--- src/rtl/lh_pkg.sv ---
// lh_pkg: shared state enum, flag bit indices and default timing constants for the lighthouse timer
package lh_pkg;
  localparam int DEF_TIME_W = 32;
  localparam int DEF_SYNC_MIN = 800;
  localparam int DEF_PULSE_MAX = 4000;
  localparam int DEF_CYCLE_TIMEOUT = 128000;
  localparam int FLAG_HAS_B = 0;
  localparam int FLAG_HAS_SWEEP = 1;
  localparam int FLAG_EXTRA = 2;
  localparam int FLAG_OVERRUN = 3;
  typedef enum logic [1:0] {ST_IDLE, ST_SYNC_A, ST_WAIT, ST_PULSE} state_t;
endpackage

--- src/rtl/lh_channel_timer.sv ---
// lh_channel_timer: per-sensor synchroniser, sync/sweep classifier and cycle timer (t is the offset of the current cycle from the sync A fall)
module lh_channel_timer
  import lh_pkg::*;
#(
  parameter int TIME_W = DEF_TIME_W,
  parameter int SYNC_MIN = DEF_SYNC_MIN,
  parameter int PULSE_MAX = DEF_PULSE_MAX,
  parameter int CYCLE_TIMEOUT = DEF_CYCLE_TIMEOUT,
  localparam int RW = 3 * TIME_W + 4
) (
  input  logic          clk,
  input  logic          rst_n,
  input  logic          envelope,
  output logic          publish,
  output logic [RW-1:0] result
);
  localparam logic [TIME_W-1:0] SMIN = TIME_W'(SYNC_MIN);
  localparam logic [TIME_W-1:0] PMAX = TIME_W'(PULSE_MAX);
  localparam logic [TIME_W-1:0] TLAST = TIME_W'(CYCLE_TIMEOUT - 1);
  state_t state;
  logic s1, s2, s3;
  logic [TIME_W-1:0] t, w, start, len, b_time, sweep_time;
  logic has_b, has_sweep, extra;
  logic fall, rise, stuck, timeout;
  logic [3:0] flags;
  assign fall = s3 && !s2;
  assign rise = !s3 && s2;
  assign stuck = !s2 && w >= PMAX;
  assign timeout = t == TLAST;
  always_comb begin
    flags = '0;
    flags[FLAG_HAS_B] = has_b;
    flags[FLAG_HAS_SWEEP] = has_sweep;
    flags[FLAG_EXTRA] = extra;
  end
  assign result = {len, b_time, sweep_time, flags};
  always_ff @(posedge clk or negedge rst_n)
    if (!rst_n) begin
      {s1, s2, s3} <= 3'b111;
      state <= ST_IDLE;
      {t, w, start, len, b_time, sweep_time} <= '0;
      {has_b, has_sweep, extra, publish} <= '0;
    end else begin
      {s1, s2, s3} <= {envelope, s1, s2};
      t <= t + 1'b1;
      w <= w + 1'b1;
      publish <= 1'b0;
      case (state)
        ST_IDLE:
          if (fall) begin
            state <= ST_SYNC_A;
            t <= TIME_W'(1);
            w <= TIME_W'(1);
            {b_time, sweep_time} <= '0;
            {has_b, has_sweep, extra} <= '0;
          end
        ST_SYNC_A:
          if (rise) begin
            len <= w;
            state <= w >= SMIN ? ST_WAIT : ST_IDLE;
          end else if (stuck) state <= ST_IDLE;
        ST_WAIT:
          if (timeout) begin
            publish <= 1'b1;
            state <= ST_IDLE;
          end else if (fall) begin
            start <= t;
            w <= TIME_W'(1);
            state <= ST_PULSE;
          end
        ST_PULSE:
          if (timeout) begin
            publish <= 1'b1;
            state <= ST_IDLE;
          end else if (stuck) begin
            extra <= 1'b1;
            state <= ST_WAIT;
          end else if (rise) begin
            state <= ST_WAIT;
            if (w >= SMIN) begin
              if (!has_b && !has_sweep) begin
                b_time <= start;
                has_b <= 1'b1;
              end else extra <= 1'b1;
            end else if (!has_sweep) begin
              sweep_time <= start;
              has_sweep <= 1'b1;
            end else extra <= 1'b1;
          end
      endcase
    end
endmodule

--- src/rtl/lh_multi_timer.sv ---
// lh_multi_timer: N-channel lighthouse timer with per-channel pending slots and a round-robin valid/ready result stream
module lh_multi_timer
  import lh_pkg::*;
#(
  parameter int N_CH = 4,
  parameter int TIME_W = DEF_TIME_W,
  parameter int SYNC_MIN = DEF_SYNC_MIN,
  parameter int PULSE_MAX = DEF_PULSE_MAX,
  parameter int CYCLE_TIMEOUT = DEF_CYCLE_TIMEOUT,
  localparam int CW = N_CH > 1 ? $clog2(N_CH) : 1
) (
  input  logic              clk,
  input  logic              rst_n,
  input  logic [N_CH-1:0]   envelope,
  output logic              out_valid,
  input  logic              out_ready,
  output logic [CW-1:0]     out_channel,
  output logic [TIME_W-1:0] out_sync_a_len,
  output logic [TIME_W-1:0] out_sync_b_time,
  output logic [TIME_W-1:0] out_sweep_time,
  output logic [3:0]        out_flags
);
  localparam int RW = 3 * TIME_W + 4;
  typedef struct packed {
    logic [TIME_W-1:0] len;
    logic [TIME_W-1:0] b_time;
    logic [TIME_W-1:0] sweep_time;
    logic [3:0]        flags;
  } result_t;
  if (N_CH < 1 || N_CH > 16 || 64'(CYCLE_TIMEOUT) >= (64'd1 << TIME_W) || 64'(PULSE_MAX) >= (64'd1 << TIME_W)) begin : g_bad_params
    $error("lh_multi_timer: N_CH must be 1..16 and CYCLE_TIMEOUT/PULSE_MAX must fit in TIME_W bits");
  end
  logic [N_CH-1:0] publish, pend, acc, cand;
  logic [RW-1:0] res [N_CH];
  logic [RW-1:0] slot [N_CH];
  logic [RW-1:0] nxt [N_CH];
  result_t out_q;
  logic [CW-1:0] ptr, grant, sel, idx;
  logic any, hold;
  for (genvar i = 0; i < N_CH; i++) begin : g_ch
    lh_channel_timer #(
      .TIME_W(TIME_W),
      .SYNC_MIN(SYNC_MIN),
      .PULSE_MAX(PULSE_MAX),
      .CYCLE_TIMEOUT(CYCLE_TIMEOUT)
    ) u_timer (
      .clk(clk),
      .rst_n(rst_n),
      .envelope(envelope[i]),
      .publish(publish[i]),
      .result(res[i])
    );
    assign acc[i] = out_valid && out_ready && out_channel == CW'(i);
    assign cand[i] = pend[i] && !acc[i];
    assign nxt[i] = publish[i] ? res[i] | (RW'(cand[i]) << FLAG_OVERRUN) : slot[i];
  end
  always_comb begin
    grant = ptr;
    any = 1'b0;
    idx = '0;
    for (int k = N_CH - 1; k >= 0; k--) begin
      idx = CW'((int'(ptr) + k) % N_CH);
      if (cand[idx]) begin
        grant = idx;
        any = 1'b1;
      end
    end
  end
  assign hold = out_valid && !out_ready;
  assign sel = hold ? out_channel : grant;
  always_ff @(posedge clk or negedge rst_n)
    if (!rst_n) begin
      pend <= '0;
      for (int k = 0; k < N_CH; k++) slot[k] <= '0;
    end else begin
      pend <= publish | cand;
      for (int k = 0; k < N_CH; k++) slot[k] <= nxt[k];
    end
  always_ff @(posedge clk or negedge rst_n)
    if (!rst_n) begin
      out_valid <= 1'b0;
      out_channel <= '0;
      out_q <= '0;
      ptr <= '0;
    end else begin
      out_valid <= hold || any;
      out_channel <= sel;
      out_q <= nxt[sel];
      if (!hold && any) ptr <= grant == CW'(N_CH - 1) ? '0 : grant + 1'b1;
    end
  assign out_sync_a_len = out_q.len;
  assign out_sync_b_time = out_q.b_time;
  assign out_sweep_time = out_q.sweep_time;
  assign out_flags = out_q.flags;
endmodule
--- config.mk ---
export PLATFORM = sky130hd
export DESIGN_NAME = lh_multi_timer
export DESIGN_NICKNAME = d
export VERILOG_FILES = /design/src/rtl/lh_pkg.sv /design/src/rtl/lh_channel_timer.sv /design/src/rtl/lh_multi_timer.sv
export SDC_FILE = /design/constraint.sdc
export NUM_CORES = 2
export LEC_CHECK = 0
export ABC_AREA = 0
export BUFFER_PORTS_ARGS = -buffer_cell sky130_fd_sc_hd__buf_2
export CAP_MARGIN = 20
export CORE_ASPECT_RATIO = 1.4
export CORE_MARGIN = 2
export CORE_UTILIZATION = 40
export DETAILED_ROUTE_END_ITERATION = 7
export GPL_ROUTABILITY_DRIVEN = 0
export MAX_ROUTING_LAYER = met4
export PLACE_DENSITY_LB_ADDON = 0.08
export SLEW_MARGIN = 20
export SYNTH_ARGS = -nofsm -noshare
export SYNTH_HDL_FRONTEND = slang
export SYNTH_SLANG_ARGS = --single-unit
--- constraint.sdc ---
create_clock -name clk -period 2.5 [get_ports clk]
set_clock_uncertainty 0.15 [all_clocks]
set_input_delay 0.125 -clock clk [delete_from_list [all_inputs] [get_ports clk]]
set_output_delay 0.125 -clock clk [all_outputs]
set_load 0.02 [all_outputs]
# == After elaboration in Yosys (flattened, before gate mapping) ==
# Index checks and enable logic that the tools add are counted.
# word_totals
out_inout_bits,103
register_bits,1313
word_cells,491
in_bits,7
# classes
n_mux,221
order_cmp,13
add_sub_neg,12
eq_ne,76
bitwise,10
n_reduce_logical,91
# op_table
cell,n
32-bit two-way mux,60
32-bit case mux with 2 select lines,12
100-bit two-way mux,6
100-bit by 4-bit OR with 100-bit output,4
32-bit by 1-bit adder with 32-bit output (second input constant),8
100-bit binary-select mux with 2-bit select,1
32-bit by 17-bit == test with 1-bit output (second input constant),4
32-bit by 10-bit greater-or-equal comparator with 1-bit output (second input constant),4
32-bit by 12-bit greater-or-equal comparator with 1-bit output (second input constant),4
2-bit two-way mux,42
1-bit two-way mux,80
7-bit AND reduction,8
6-bit AND reduction,8
3-bit by 1-bit inequality test with 1-bit output (second input constant),12
2-bit by 1-bit inequality test with 1-bit output (second input constant),16
2-bit inequality test (second input constant),16
4-bit by 1-bit inequality test with 1-bit output (second input constant),8
2-bit case mux with 4 select lines,4
1-bit logical AND,27
1-bit case mux with 2 select lines,12
2-bit == test (second input constant),11
1-bit zero test,22
4-bit by 3-bit inequality test with 1-bit output (second input constant),4
4-bit AND reduction,4
other kinds (15),46

# == Logic depth before layout (Yosys ltp) ==
# logic_depth
word_depth,15
ltp_mapped,11

# == By module ==
# From an unflattened synthesis, not the netlist that was laid out.
# hier_totals
hier_cells,4648
area_unflattened_um2,55708.4
# modules_own_cells
mod,cells_per_inst,area_each_um2,seq_area_each_um2,n_inst
lh_channel_timer (g_ch[0].u_timer ...),773,8728.4,5033.6,3
lh_multi_timer,1576,20559.7,12737.2,1
lh_channel_timer (g_ch[3].u_timer),753,8963.6,5033.6,1

# == Worst setup path after synthesis ==
# OpenSTA, ideal clock, no wires.
# synth_timing
path_type,register -> register
startpoint,register g_ch[1].u_timer.t[0]
endpoint,register g_ch[1].u_timer.start[12]
period_less_slack_ps,2491
t_required_ps,2225
path_stages_with_launch,9
arrival_time_ps,2216
slack_ps,9
cell_sequence,dfrtp_1 > ha_1 > nand4_1 > nor3_1 > nand3_1 > and2_1 > nand2_2 > buf_6 > mux2_2
# synth_between
elab_chain_cells,3
# synth_lines
element,line,text
from (decl),lh_channel_timer.sv:22,"logic [TIME_W-1:0] t, w, start, len, b_time, sweep_time;"
from (signal assigned),lh_channel_timer.sv:45,t <= t + 1'b1;
32-bit by 17-bit == test with 1-bit output,lh_channel_timer.sv:29,assign timeout = t == TLAST;
1-bit NOT (no source line),--,
3-bit AND reduction (no source line),--,
to (signal assigned),lh_channel_timer.sv:67,start <= t;
to (decl),lh_channel_timer.sv:22,
# No other way between the ends.
# A chain may end at the register's enable or synchronous reset.

# == Final worst setup path ==
# layout_timing
startpoint,register out_channel[0]
endpoint,register out_q (netlist bit out_flags[1])
# layout_between
elab_chain_cells,15
elab_cells_between_ends,33
# layout_lines
element,line,text
from (decl),lh_multi_timer.sv:17,"output logic [CW-1:0] out_channel,"
from (signal assigned),lh_multi_timer.sv:87,out_channel <= sel;
"2-bit by 1-bit == test with 1-bit output, or another cell as far along",lh_multi_timer.sv:53,assign acc[i] = out_valid && out_ready && out_channel == CW'(i);
1-bit logical AND,lh_multi_timer.sv:53,
1-bit zero test,lh_multi_timer.sv:54,assign cand[i] = pend[i] && !acc[i];
1-bit logical AND,lh_multi_timer.sv:54,
1-bit binary-select mux with 2-bit select,lh_multi_timer.sv:63,if (cand[idx]) begin
1-bit two-way mux (implied by the code),lh_multi_timer.sv:63,
2-bit two-way mux (4 in a row),lh_multi_timer.sv:63,
2-bit two-way mux (*),lh_multi_timer.sv:70,assign sel = hold ? out_channel : grant;
2-bit NOT with 3-bit output (implied by the code) (*),lh_multi_timer.sv:88,out_q <= nxt[sel];
100-bit binary-select mux with 2-bit select (*),lh_multi_timer.sv:88,
100-bit two-way mux (implied by the code) (*) (2 in a row),lh_multi_timer.sv:88,
to (signal assigned),lh_multi_timer.sv:88,
to (decl),lh_multi_timer.sv:37,result_t out_q;
# Mark *: on every way between the ends. The rest lies on a longest branch, timed or not. The select of a mux whose other input is x is not followed.

==> run_results.csv <==
group,metric,value,unit
outcome,outcome,"complete, but fails checks",
outcome,violations,"negative setup slack",
worst_setup_path,timing.reg2reg.setup_slack,-210,ps
drt,ant_nets,0,
worst_setup_path,worstPathArrival,3190,ps
clocking,clk_pin_slew,60,ps
power_and_ir_drop,power_density,1010,mW/mm²
global_route,grt_pass1_vias,38341,
worst_setup_path,crit_buf_inv,4,
worst_setup_path,required,2980,ps
yosys,synth.distinct_cells,76,
yosys,synthArstFlopShare,1.00,
clocking,cts_made_buffers,137,
place,place_area,0.0611,mm²
drt,drc_errors,0,
sta,worst_pin_slew,860,ps
place,dp_hpwl,118,mm
layout,areaGrowthSynthToFinish,25.8,%
worst_setup_path,setup.worst_path.start_class,"flip-flop",
floorplanning,ioPinCount,110,
yosys,ys.flop_type,"dfrtp_1",
floorplanning,die_w,318,µm
worst_setup_path,crit_chain,"and4b_2 -> buf_6 -> nor3_4 -> o2bb2ai_2 -> o41a_4 -> buf_12 -> buf_4 -> buf_16 -> nor2_1 -> o32ai_2",
layout,fin_nets,5216,
layout,seqCellArea,0.0329,mm²
yosys,avgSynthCellArea,12.0,µm²
yosys,synth_edf_count,0,
drt,routed_wirelength,173,mm
clocking,cts_max_level,4,
worst_setup_path,crit_family,"compound AO/OA/AOI/OAI gates",
global_route,grt_pass1_wl,252,mm
job,maxCapViolations,0,
yosys,synth_top_cell_by_area,"dfrtp_1",
worst_setup_path,cp_slowest_stage_delay,500,ps
drt,initialDrtViolationCount,2125,
power_and_ir_drop,peakVddDrop,661,µV
global_route,track_usage,0.245,
drt,wl_per_cell,24.4,µm
sta,relSlewSlack,0.426,
yosys,yosysWarnings,0,
yosys,synthesis.instances,4594,
power_and_ir_drop,leakagePower,33.2,nW
sta,fin_hold_ws,29.5,ps
yosys,yosysTopAreaCellShare,0.591,
sta,rsz0062_at_grt,"yes",
clocking,clkLatencyLatePin,770,ps
floorplanning,die_area,0.141,mm²
sta,fin_ws,-208,ps
clocking,cts_tree,"yes",
global_route,gr-total-overflow,0,
floorplanning,start_util,0.402,
worst_setup_path,cp_max_fo,10,
floorplanning,row_count,161,
sta,final.period_utilization,1.08,
yosys,ys_seq_elements,1313,
sta,slew_viol_final,0,
worst_setup_path,slowest_stage,"o41a_4",
yosys,synth_fp_nets,4629,
drt,dr_total_vias,37196,
drt,dr.pass1.iters,5,
layout,drive_above_1_share,0.343,
yosys,synthesis.area,0.0551,mm²
sta,min_period,2710,ps
worst_setup_path,cp-end-kind,"flip-flop",
place,port_buffers,109,
floorplanning,chipHeight,443,µm
clocking,cts_sinks,1313,
hold_path,min_path_type,"in -> reg",
drt,viasPerCell,5.25,
worst_setup_path,crit_type,"reg -> reg",
yosys,yosysSeqAreaShare,0.597,
layout,multi_input_area,0.0219,mm²
sta,timing.final.hold_violations,0,
clocking,cts_root_buffer,"clkbuf_16",
sta,fmax,0.369,GHz
global_route,antenna_found_initial,7,
layout,fill_cells,12222,
yosys,synthTopCellsByArea,"dfrtp_1, mux2_2, nor2_1, nand2_1, xor2_1",
global_route,grt_max_degree,91,
clocking,cts_buffer_depth,3,
sta,setup-violations-final,251,
floorplanning,core,0.137,mm²
layout,stdcell_area,0.0693,mm²
cells in the mapped netlist (19+ instances only):
master / n
buf_2: 41
nand3_1: 127
and3_1: 34
xor2_1: 118
o32ai_1: 58
nand2_1: 372
or3_1: 24
nand4_1: 48
o21ai_1: 21
o32ai_2: 41
and2_1: 25
ha_1: 28
buf_6: 19
nor2_1: 597
o21ai_0: 205
mux2i_1: 96
and4_1: 19
dfrtp_1: 1301
clkbuf_1: 158
nor3_1: 55
mux2_2: 628
inv_1: 122
a22o_1: 94
nor4_1: 41
a21oi_1: 38
xnor2_1: 101
routing by layer:
metal | routed length, µm | up-vias | GRT usage | part of all wire
met5 | 0 | - | - | 0
met4 | 8750 | 0 | 0.110 | 0.051
met3 | 4800 | 288 | 0.0289 | 0.028
met2 | 90200 | 676 | 0.427 | 0.52
met1 | 68800 | 19175 | 0.285 | 0.40
li1 | - | 17057 | - | -
final timing paths:
check / end / start / depth (start not counted)
worst max-delay path: out_flags[1] / out_channel[0] / 10
worst min-delay path: ptr[0] / out_ready / 6
worst max register to register: out_flags[1] / out_channel[0] / 10
worst min register to register: g_ch[0].u_timer.s2 / g_ch[0].u_timer.s1 / 0
max in group asynchronous: g_ch[0].u_timer.state[1] / rst_n / 4
min in group asynchronous: g_ch[3].u_timer.sweep_time[29] / rst_n / 4
cell families after synthesis:
family	count (synthesis)	share of synthesized area
AO/OA/AOI/OAI	526	0.0710
XOR/XNOR	219	0.0348
adder cells (fa/ha/maj)	28	0.00636
buffers and inverters	367	0.0297
flip-flops	1313	0.597
multiplexers	728	0.147
AND/OR/NAND/NOR	1413	0.115
state kept, by name, indices dropped and copies added, names as in the netlist, 2 cells and up:
signal                   cells
g_ch.u_timer.b_time        128
g_ch.u_timer.extra           4
g_ch.u_timer.has_b           4
g_ch.u_timer.has_sweep       4
g_ch.u_timer.len           128
g_ch.u_timer.publish         4
g_ch.u_timer.s1              4
g_ch.u_timer.s2              4
g_ch.u_timer.s3              4
g_ch.u_timer.start         128
g_ch.u_timer.state           8
g_ch.u_timer.sweep_time    128
g_ch.u_timer.t             128
g_ch.u_timer.w             128
out_channel                  2
out_flags                    4
out_sweep_time              32
out_sync_a_len              32
out_sync_b_time             32
pend                         4
ptr                          2
slot                       400
worst register-to-register path, cell delays in order, from the launching register on:
cell and delay [ps]:
dfrtp_1 420, and4b_2 340, buf_6 120, nor3_4 40, o2bb2ai_2 140, o41a_4 500, buf_12 170, buf_4 190
buf_16 170, nor2_1 210, o32ai_2 130
placed cells by master, fill, tap and decap left out, types with 16 or more instances in the layout:
master	n
dfrtp_1	1297
mux2_2	600
nor2_1	503
buf_4	410
nand2_1	367
clkbuf_16	172
o21ai_0	161
nand3_1	125
inv_1	122
xor2_1	118
buf_2	108
xnor2_1	101
mux2i_1	95
a22o_1	94
o32ai_2	82
buf_12	76
nor2_2	66
nor3_1	53
nand4_1	48
o21ai_1	42
nor4_1	40
clkbuf_8	40
a21oi_1	35
and3_1	32
nor2_4	28
mux2_4	28
ha_1	27
buf_6	27
and2_1	25
clkbuf_1	25
or3_1	24
and4_1	19
nor2b_1	18
buf_16	18
o21ai_2	17
o32ai_1	16
repair_timing:
item | CTS | global route
pin swaps | 22 | 56
gates cloned | 18 | 33
hold endpoints to repair | 1316 | 0
resized for setup | 131 | 268
hold buffers | 15 | 0
setup buffers | 30 | 34
setup endpoints to repair | 440 | 462
area by class of cell:
type / instances / share of cell area
Timing Repair Buffer: 691 / 0.100
Clock inverter: 38 / 0.00861
Timing Repair inverter: 1 / 0.000235
Tap cell: 1793 / 0.0324
Clock buffer: 210 / 0.0616
Antenna cell: 3 / 0.000108
Multi-Input combinational cell: 2914 / 0.315
Sequential cell: 1313 / 0.474
Inverter: 123 / 0.00690
report_power, final:
group	total [mW]	leakage [nW]	switching (mW)	internal, mW
Combinational	24.4	12.7	13.2	11.1
Sequential	23.5	18.1	0.953	22.6
Clock	22.0	2.39	8.78	13.2
through the flow:
stage               instances  utilization  setup TNS [ps]  total power, mW  setup slack (ps)
finish                   7086        0.505          -22610             69.9              -208
global route             7085        0.505          -56480             72.9              -340
CTS                      7023        0.491          -12300             65.9              -182
detailed placement       6713        0.445          -35640             40.8              -319
global placement         6713        0.445          -22190             40.7              -266
floorplan                4594            -               0             33.7              9.24
Power figures use the tool's default switching activity.
